**src/rtl/fetch_stage_pkg.sv**
```systemverilog
// Shared definitions for the instruction-fetch stage.
// Contents:
//   fetch_state_e    - fetch FSM state encodings (FETCH / HOLD / DISCARD)
//   fetch_entry_t    - instruction word paired with its PC+4, as held in the
//                      one-entry hold buffer
//   NOP_WORD_DEFAULT - instruction word used for pipeline bubbles
//   RESET_PC_DEFAULT - PC loaded on reset
//   pcIncr()         - sequential PC step, wrapping modulo 2^32
package fetch_stage_pkg;

  typedef enum logic [1:0] {
    FETCH   = 2'd0,
    HOLD    = 2'd1,
    DISCARD = 2'd2
  } fetch_state_e;

  typedef struct packed {
    logic [31:0] instr;
    logic [31:0] pcPlus4;
  } fetch_entry_t;

  localparam logic [31:0] NOP_WORD_DEFAULT = 32'h0000_0000;
  localparam logic [31:0] RESET_PC_DEFAULT = 32'h0000_0000;

  // Plain 32-bit add: the carry out is dropped, so 0xFFFF_FFFC wraps to 0.
  function automatic logic [31:0] pcIncr(input logic [31:0] pc);
    return pc + 32'd4;
  endfunction

endpackage

```
**src/rtl/fetch_stage_if_id_reg.sv**
```systemverilog
// Generic pipeline register between two stages (used here as IF/ID).
// Ports:
//   Clk, Rst_n          - clock, asynchronous active-low reset
//   Clr                 - force a bubble; wins over a hold
//   En                  - load the inputs (0 = hold current contents)
//   InstrIn, PCPlus4In,
//   ValidIn             - next contents when En=1
//   InstrD, PCPlus4D,
//   ValidD              - registered contents seen by the next stage
module if_id_reg
  import fetch_stage_pkg::*;
#(
  parameter logic [31:0] NOP_WORD = NOP_WORD_DEFAULT
) (
  input  logic        Clk,
  input  logic        Rst_n,
  input  logic        Clr,
  input  logic        En,
  input  logic [31:0] InstrIn,
  input  logic [31:0] PCPlus4In,
  input  logic        ValidIn,
  output logic [31:0] InstrD,
  output logic [31:0] PCPlus4D,
  output logic        ValidD
);

  // A clear must squash the slot even when the downstream stage is stalled,
  // otherwise a wrong-path instruction would survive a redirect.
  always_ff @(posedge Clk or negedge Rst_n) begin
    if (!Rst_n) begin
      InstrD   <= NOP_WORD;
      PCPlus4D <= 32'h0;
      ValidD   <= 1'b0;
    end else if (Clr) begin
      InstrD   <= NOP_WORD;
      PCPlus4D <= 32'h0;
      ValidD   <= 1'b0;
    end else if (En) begin
      InstrD   <= InstrIn;
      PCPlus4D <= PCPlus4In;
      ValidD   <= ValidIn;
    end
  end

endmodule

```
**src/rtl/fetch_stage.sv**
```systemverilog
// Instruction-fetch stage of the 5-stage MIPS pipeline.
// Holds the PC, drives the instruction-memory request/ready handshake,
// parks a completed fetch in a one-entry buffer while fetch is stalled, and
// feeds the IF/ID register. A slow memory produces bubbles, never back-pressure.
// Ports:
//   Clk, Rst_n             - clock, asynchronous active-low reset
//   StallF, StallD         - hazard-unit stalls for fetch and IF/ID
//   PCSrcD, PCBranchD      - branch redirect from decode
//   IMemReq, IMemAddr      - fetch request and its (stable) address
//   IMemReady, IMemRData   - request completion and returned word
//   InstrD, PCPlus4D,
//   ValidD                 - IF/ID contents (ValidD=0 marks a bubble)
//   PCF                    - current fetch PC for debug/trace
module fetch_stage
  import fetch_stage_pkg::*;
#(
  parameter logic [31:0] RESET_PC = RESET_PC_DEFAULT,
  parameter logic [31:0] NOP_WORD = NOP_WORD_DEFAULT
) (
  input  logic        Clk,
  input  logic        Rst_n,
  input  logic        StallF,
  input  logic        StallD,
  input  logic        PCSrcD,
  input  logic [31:0] PCBranchD,
  output logic        IMemReq,
  output logic [31:0] IMemAddr,
  input  logic        IMemReady,
  input  logic [31:0] IMemRData,
  output logic [31:0] InstrD,
  output logic [31:0] PCPlus4D,
  output logic        ValidD,
  output logic [31:0] PCF
);

  fetch_state_e state_q, state_d;
  logic [31:0]  pc_q, pc_d;
  logic [31:0]  reqAddr_q, reqAddr_d;
  fetch_entry_t buf_q, buf_d;

  logic         redirect;
  logic         deliver;
  fetch_entry_t deliverEntry;

  // A branch resolved while decode is stalled may itself be on a stale path,
  // so it only takes effect once decode is free to move.
  assign redirect = PCSrcD & ~StallD;
  assign PCF      = pc_q;

  always_ff @(posedge Clk or negedge Rst_n) begin
    if (!Rst_n) begin
      state_q   <= FETCH;
      pc_q      <= RESET_PC;
      reqAddr_q <= RESET_PC;
      buf_q     <= '0;
    end else begin
      state_q   <= state_d;
      pc_q      <= pc_d;
      reqAddr_q <= reqAddr_d;
      buf_q     <= buf_d;
    end
  end

  // DISCARD exists because a request cannot be withdrawn: after a redirect
  // with the old fetch still outstanding, the old address is kept on the bus
  // until memory answers, and the answer is thrown away.
  always_comb begin
    state_d      = state_q;
    pc_d         = pc_q;
    reqAddr_d    = reqAddr_q;
    buf_d        = buf_q;
    IMemReq      = 1'b0;
    IMemAddr     = pc_q;
    deliver      = 1'b0;
    deliverEntry = '0;

    case (state_q)
      FETCH: begin
        IMemReq   = 1'b1;
        IMemAddr  = pc_q;
        reqAddr_d = pc_q;
        if (redirect) begin
          pc_d = PCBranchD;
          if (!IMemReady) begin
            state_d = DISCARD;
          end
        end else if (IMemReady) begin
          if (!StallF) begin
            deliver      = 1'b1;
            deliverEntry = '{instr: IMemRData, pcPlus4: pcIncr(pc_q)};
            pc_d         = pcIncr(pc_q);
          end else begin
            buf_d   = '{instr: IMemRData, pcPlus4: pcIncr(pc_q)};
            state_d = HOLD;
          end
        end
      end

      HOLD: begin
        if (redirect) begin
          pc_d    = PCBranchD;
          state_d = FETCH;
        end else if (!StallF) begin
          deliver      = 1'b1;
          deliverEntry = buf_q;
          pc_d         = pcIncr(pc_q);
          state_d      = FETCH;
        end
      end

      DISCARD: begin
        IMemReq  = 1'b1;
        IMemAddr = reqAddr_q;
        if (redirect) begin
          pc_d = PCBranchD;
        end
        if (IMemReady) begin
          state_d = FETCH;
        end
      end

      default: begin
        state_d = FETCH;
      end
    endcase
  end

  if_id_reg #(
    .NOP_WORD(NOP_WORD)
  ) u_if_id (
    .Clk      (Clk),
    .Rst_n    (Rst_n),
    .Clr      (redirect),
    .En       (~StallD),
    .InstrIn  (deliver ? deliverEntry.instr : NOP_WORD),
    .PCPlus4In(deliver ? deliverEntry.pcPlus4 : 32'h0),
    .ValidIn  (deliver),
    .InstrD   (InstrD),
    .PCPlus4D (PCPlus4D),
    .ValidD   (ValidD)
  );

endmodule

```
**config.mk**
```make
export PLATFORM = sky130hd
export DESIGN_NAME = fetch_stage
export DESIGN_NICKNAME = d
export VERILOG_FILES = /design/src/rtl/fetch_stage_pkg.sv /design/src/rtl/fetch_stage_if_id_reg.sv /design/src/rtl/fetch_stage.sv
export SDC_FILE = /design/constraint.sdc
export NUM_CORES = 1
export LEC_CHECK = 0
export CORE_MARGIN = 2
export CORE_UTILIZATION = 40
export DETAILED_ROUTE_END_ITERATION = 8
export GPL_ROUTABILITY_DRIVEN = 1
export GPL_TIMING_DRIVEN = 0
export HOLD_SLACK_MARGIN = 0.05
export PLACE_DENSITY = 0.66
export SYNTH_ARGS = -nofsm -noshare
export SYNTH_HDL_FRONTEND = slang
export SYNTH_SLANG_ARGS = --single-unit
```
**constraint.sdc**
```tcl
create_clock -name Clk -period 2.69 [get_ports Clk]
set_clock_uncertainty 0.05 [all_clocks]
set_input_delay 0.4035 -clock Clk [delete_from_list [all_inputs] [get_ports Clk]]
set_output_delay 0.4035 -clock Clk [all_outputs]
set_load 0.01 [all_outputs]
```
==> impl_metrics.json, run 1 <==
{
  "status": "complete, no violations",
  "finalWorstSetupSlack_ns": 0.04679,
  "grt_overflow": 0,
  "dp.cells": 1318,
  "cts_tree": "done",
  "rows": 54,
  "n_fill_cell": 1977,
  "syn_inst": 838,
  "syn_area_um2": 8975,
  "syn-num-nets": 909,
  "clk_pin_slew_ns": 0.07,
  "p_leak_nw": 4.923,
  "start_util": 0.4100,
  "min_period_ns": 2.643,
  "setup.worst_path.class": "reg2out",
  "fp.dieH_um": 153.8,
  "dp_hpwl_mm": 18.09,
  "hp-class": "reg2reg",
  "drive_above_1_share": 0.1619,
  "final_cell_mix": "dfrtp_1, clkdlybuf4s50_1, mux2_2, nand2_1, o21ai_0",
  "cp.required_ns": 2.24,
  "slowest_stage": "mux2_2",
  "crit_top_cell": "buf_6",
  "numCtsBuffers": 17,
  "path_buf_inv": 5,
  "ys_ff_latch": 195,
  "cp.arrival_ns": 2.19,
  "report.final.slew_viol_count": 0,
  "hold_violations": 0,
  "drv_cap": 0,
  "finalWeightedCongestion": 0.8775,
  "clock_path_buffers": 2,
  "coreArea_um2": 21890,
  "r2r_slack_ns": 0.14,
  "synth_warnings": 0,
  "whs_ns": 0.4349,
  "synth_top_family_by_area": "compound AO/OA/AOI/OAI gates",
  "synth_flop_cell": "dfrtp_1",
  "antenna_cells": 0,
  "grt_pass1_wl_mm": 39.86,
  "max_freq_mhz": 378.3,
  "first_iter_violations": 494,
  "vias_per_cell": 5.363,
  "setup_viol": 0,
  "clock_sinks": 195,
  "place_ws_ns": -0.3194,
  "clk_latency_ns": 0.44,
  "instances_no_fill": 1355,
  "max_stage_delay_ns": 0.36,
  "synthMuxAreaShare": 0.1291,
  "postRouteWirelength_mm": 25.25,
  "multi_input_comb_area_um2": 3815,
  "synthAdderAreaFrac": 0.001394,
  "firstDrtPassIters": 5,
  "antenna_found_initial": 0,
  "critical_path.max_fanout": 10,
  "tightest_slew_ns": 0.8643,
  "remaining_drc_errors": 0,
  "async_flop_share": 1.000,
  "slew_headroom": 0.4185,
  "crit_chain": "buf_6 > nor2b_4 > buf_6 > buf_4 > clkbuf_16 > mux2_2 > dlygate4sd2_1",
  "ys_types": 45,
  "power_density_nw_per_um2": 770.4,
  "htreeDepth": 4,
  "grt_max_degree": 119,
  "die_area_um2": 23650,
  "vias": 7267,
  "timing.setup.tns_ns": 0,
  "post-route-util": 0.5522,
  "grt_pass1_vias": 7086,
  "post_synth_and_or_nand_nor_area_fraction": 0.1043,
  "num_io_pins": 200,
  "start_kind": "flip-flop",
  "ir_drop_uv": 435.0,
  "place.port_buffers": 199,
  "critPathCaptureType": "primary output",
  "synthXorXnorAreaFrac": 0.02732,
  "die_x_um": 153.8,
  "nets": 1133,
  "regArea_um2": 4880,
  "detail-route-antenna-nets": 0,
  "clockRootBuffer": "clkbuf_16",
  "critPathTopFamily": "buffers and inverters",
  "syn_to_final_growth_pct": 34.70,
  "synth_compound_area_frac": 0.1609,
  "synth_edf_count": 0,
  "fin_crit_sh": 0.9826,
  "layout_commonest_cell": "dfrtp_1",
  "seq_area_frac_synth": 0.5437,
  "synth_area_per_cell_um2": 10.71,
  "grt_use_total": 0.2148,
  "wire_per_inst_um": 18.64
}
final timing paths:
| check | from | endpoint | depth (start not counted) |
|---|---|---|---|
| min in group asynchronous | Rst_n | u_if_id.PCPlus4D[17]$_DFFE_PN0P_ | 2 |
| min | u_if_id.InstrD[16]$_DFFE_PN0P_ | u_if_id.InstrD[16]$_DFFE_PN0P_ | 2 |
| max reg2reg | PCF[10]$_DFFE_PN0P_ | u_if_id.PCPlus4D[25]$_DFFE_PN0P_ | 5 |
| max | state_q[1]$_DFFE_PN0P_ | IMemAddr[13] | 7 |
| max in group asynchronous | Rst_n | buf_q[9]$_DFFE_PN0P_ | 3 |
| min reg2reg | u_if_id.InstrD[16]$_DFFE_PN0P_ | u_if_id.InstrD[16]$_DFFE_PN0P_ | 2 |
synth_stat cells (2+ instances only):
| library cell | count | area (um2) |
|---|---|---|
| buf_1 | 7 | 26.28 |
| nor2_1 | 58 | 217.7 |
| nand4_2 | 2 | 25.02 |
| nor3_2 | 2 | 20.02 |
| o21ai_1 | 3 | 15.01 |
| o22ai_1 | 13 | 81.33 |
| a31o_2 | 2 | 17.52 |
| and4_1 | 4 | 35.03 |
| nand2_1 | 78 | 292.8 |
| a2bb2oi_1 | 8 | 70.07 |
| a31oi_1 | 4 | 25.02 |
| a22oi_1 | 62 | 465.5 |
| a21oi_1 | 59 | 295.3 |
| and3_1 | 2 | 12.51 |
| mux2_2 | 102 | 1149 |
| xnor2_1 | 11 | 96.34 |
| o22a_1 | 3 | 26.28 |
| nor2b_1 | 2 | 12.51 |
| o211ai_1 | 4 | 30.03 |
| o21a_1 | 3 | 22.52 |
| xor2_1 | 17 | 148.9 |
| or3_1 | 2 | 12.51 |
| dfrtp_1 | 195 | 4880 |
| nor3_1 | 6 | 30.03 |
| clkbuf_1 | 47 | 176.4 |
| inv_1 | 3 | 11.26 |
| nor4_1 | 3 | 18.77 |
| nand4_1 | 9 | 56.30 |
| buf_2 | 17 | 85.08 |
| o21ai_0 | 74 | 370.4 |
| nand3_1 | 20 | 100.1 |
| nand2b_1 | 3 | 18.77 |
per-stage QoR:
stage / area (um2) / total power [mW]
floorplan: 8975 / 5.460
global placement: 11320 / 6.752
detailed placement: 11350 / 6.810
CTS: 12000 / 9.367
global route: 12090 / 9.783
finish: 12090 / 9.313
state kept, by name, indices dropped and copies added, names as in the netlist:
name,flops
PCF,32
u_if_id.InstrD,32
u_if_id.ValidD,1
buf_q,64
reqAddr_q,32
u_if_id.PCPlus4D,32
state_q,2
final cells by class:
cell class                 instances  area share
sequential                       195      0.4036
multi-input combinational        569      0.3156
timing repair buffer             206      0.1734
clock buffer                      17     0.03519
tap                              280     0.02898
buffer                            70     0.02826
clock inverter                    15     0.01408
inverter                           3   0.0009315
power by group:
group	leakage, nW	switching (mW)	internal [mW]	total [mW]
Clock	0.286	1.21	1.40	2.60
Sequential	2.39	0.473	3.57	4.04
Combinational	2.25	1.30	1.37	2.66
worst register-to-register path, stage by stage, from the launching register on:
cell	delay [ns]
dfrtp_1	0.56
nand4_2	0.24
nor4_1	0.80
nand3_1	0.26
xor2_1	0.37
o21ai_0	0.14
layer usage:
layer / vias to the layer above / global-route usage / part of all wire
li1: 3467 / - / -
met1: 3539 / 0.3137 / 0.47
met2: 228 / 0.3230 / 0.45
met3: 33 / 0.04200 / 0.054
met4: 0 / 0.06946 / 0.021
met5: - / 0 / 0
repair_timing:
item | 4_1_cts | 5_1_grt
pin swaps | 0 | 1
hold buffers | 1 | 0
endpoints found under the setup margin | 42 | 29
resized for setup | 28 | 25
hold endpoints to repair | 77 | 0
gates cloned | 0 | 0
buffers inserted | 2 | 3
cell families after synthesis:
| group | count (synthesis) |
|---|---|
| buf+inv | 74 |
| xor+xnor | 28 |
| flops | 195 |
| mux | 103 |
| compound gates | 238 |
| simple gates | 199 |
| fa+ha+maj | 1 |
No activity file was read; power rests on OpenSTA's default activity.
==> run 2, diff against run 1 <==
Settings changed: TNS_END_PERCENT from default to 5.
==> run 2 against run 1 <==
Net effect: sequential share of layout area up 0.17 points; total power about the same; global-route usage unchanged; clock power about the same; non-clock buffer count down 3; core utilization down 0.23 points; fmax down 1.4%; routed wire length down 0.36%; combinational power about the same; via count about the same; highest routed layer unchanged.
==> impl_metrics.json, run 2 (synthesis results as in run 1) <==
{
  "status": "complete, no violations",
  "clock_path_buffers": 2,
  "grt_overflow": 0,
  "tightest_slew_ns": 0.8411,
  "nets": 1130,
  "met2_length_mm": 11.31,
  "rsz0062_at_grt": "true",
  "setup.worst_path.class": "reg2out",
  "n_fill_cell": 1978,
  "setup_viol": 0,
  "syn_to_final_growth_pct": 34.14,
  "grt_pass1_wl_mm": 39.86,
  "clk_pin_slew_ns": 0.07,
  "ir_drop_uv": 431.7,
  "cp.required_ns": 2.24,
  "fin_crit_sh": 0.9961,
  "wire_per_inst_um": 18.61,
  "numCtsBuffers": 17,
  "clk_latency_ns": 0.44,
  "clockRootBuffer": "clkbuf_16",
  "critical_path.max_fanout": 10,
  "drive_above_1_share": 0.1595,
  "detail-route-antenna-nets": 0,
  "crit_chain": "buf_6 > nor2b_2 > buf_6 > buf_8 > mux2_2 > clkdlybuf4s50_1",
  "grt_max_degree": 119,
  "first_iter_violations": 497,
  "cts_tree": "done",
  "start_kind": "flip-flop",
  "die_x_um": 153.8,
  "routedLengthMet1_mm": 11.97,
  "met3_wirelength_mm": 1.364,
  "fp.dieH_um": 153.8,
  "antenna_found_initial": 0,
  "slew_headroom": 0.4341,
  "min_period_ns": 2.680,
  "r2r_slack_ns": 0.13,
  "start_util": 0.4100,
  "max_stage_delay_ns": 0.48,
  "multi_input_comb_area_um2": 3801,
  "postRouteWirelength_mm": 25.16,
  "die_area_um2": 23650,
  "clock_sinks": 195,
  "rows": 54,
  "largest_register_ffs": 64,
  "p_leak_nw": 4.873,
  "grt_use_total": 0.2148,
  "dp_hpwl_mm": 18.09,
  "regArea_um2": 4880,
  "finalWeightedCongestion": 0.8775,
  "coreArea_um2": 21890,
  "num_io_pins": 200,
  "critPathCaptureType": "primary output",
  "report.final.slew_viol_count": 0,
  "final_cell_mix": "dfrtp_1, clkdlybuf4s50_1, mux2_2, nand2_1, o21ai_0",
  "remaining_drc_errors": 0,
  "power_density_nw_per_um2": 773.6,
  "post-route-util": 0.5500,
  "slowest_stage": "clkdlybuf4s50_1",
  "htreeDepth": 4,
  "hp-class": "reg2reg",
  "vias": 7271,
  "total_power_mw": 9.313,
  "layout_commonest_cell": "dfrtp_1",
  "cp.arrival_ns": 2.23,
  "max_freq_mhz": 373.2,
  "drv_cap": 0,
  "grt_pass1_vias": 7086,
  "firstDrtPassIters": 4,
  "vias_per_cell": 5.378,
  "regMostFlops": "buf_q",
  "top_layer_used": "met4",
  "hold_violations": 0,
  "crit_top_cell": "buf_6",
  "place.port_buffers": 199,
  "antenna_cells": 0
}
-- run 2: path summary, 6_finish.rpt --
path                                                 from  cells after the start                                to
max                                state_q[1]$_DFFE_PN0P_                      6                      IMemAddr[22]
min                        u_if_id.InstrD[16]$_DFFE_PN0P_                      2    u_if_id.InstrD[16]$_DFFE_PN0P_
max reg2reg                            PCF[3]$_DFFE_PN0P_                      6  u_if_id.PCPlus4D[22]$_DFFE_PN0P_
min reg2reg                u_if_id.InstrD[16]$_DFFE_PN0P_                      2    u_if_id.InstrD[16]$_DFFE_PN0P_
max in group asynchronous                           Rst_n                      3  u_if_id.PCPlus4D[10]$_DFFE_PN0P_
min in group asynchronous                           Rst_n                      2  u_if_id.PCPlus4D[17]$_DFFE_PN0P_
-- run 2: cell type report --
type,instances,area share
plain buffers,70,0.02827
clock buffers,17,0.03534
clock inverters,15,0.01413
inverters,3,0.0009354
multi-input cells,569,0.3157
flip-flops and latches,195,0.4053
well taps,280,0.02910
repair buffers,203,0.1712
-- run 2: what timing repair did --
| item | in CTS | in global routing |
|---|---|---|
| gates resized for setup | 28 | 18 |
| hold buffers | 1 | 0 |
| pin swaps | 0 | 1 |
| buffers inserted | 2 | 0 |
| endpoints found under the hold margin | 77 | 0 |
| endpoints found under the setup margin | 42 | 29 |
-- run 2: critical path: cells and delay by family, from the launching register on --
kind                   cells  cell delay, ns
multiplexers               1            0.33
flip-flops                 1            0.35
AND/OR/NAND/NOR            1            0.16
buffers and inverters      4            0.93
-- run 2: routing by layer --
layer	global-route usage	vias up
met5	0	-
met4	0.06946	0
met3	0.04200	32
met2	0.3230	228
met1	0.3137	3542
li1	-	3469
-- run 2: power by group --
| group | leakage [nW] | switching, mW | internal, mW |
|---|---|---|---|
| registers | 2.39 | 0.468 | 3.57 |
| logic | 2.20 | 1.29 | 1.37 |
| clock network | 0.286 | 1.21 | 1.40 |
-- run 2: metrics by stage --
stage	hold slack [ns]	TNS, ns	area [um2]	instances	setup slack [ns]
6_report	0.4349	0	12040	1352	0.01040
5_1_grt	0.4665	-0.4828	12040	1352	-0.08265
4_1_cts	0.4408	-1.879	12000	1352	-0.1111
3_5_place_dp	0.3868	-15.73	11350	1318	-0.3194
3_3_place_gp	0.4177	-1422.19	11320	1317	-7.233
2_1_floorplan	0.05791	0	8975	838	0.6006
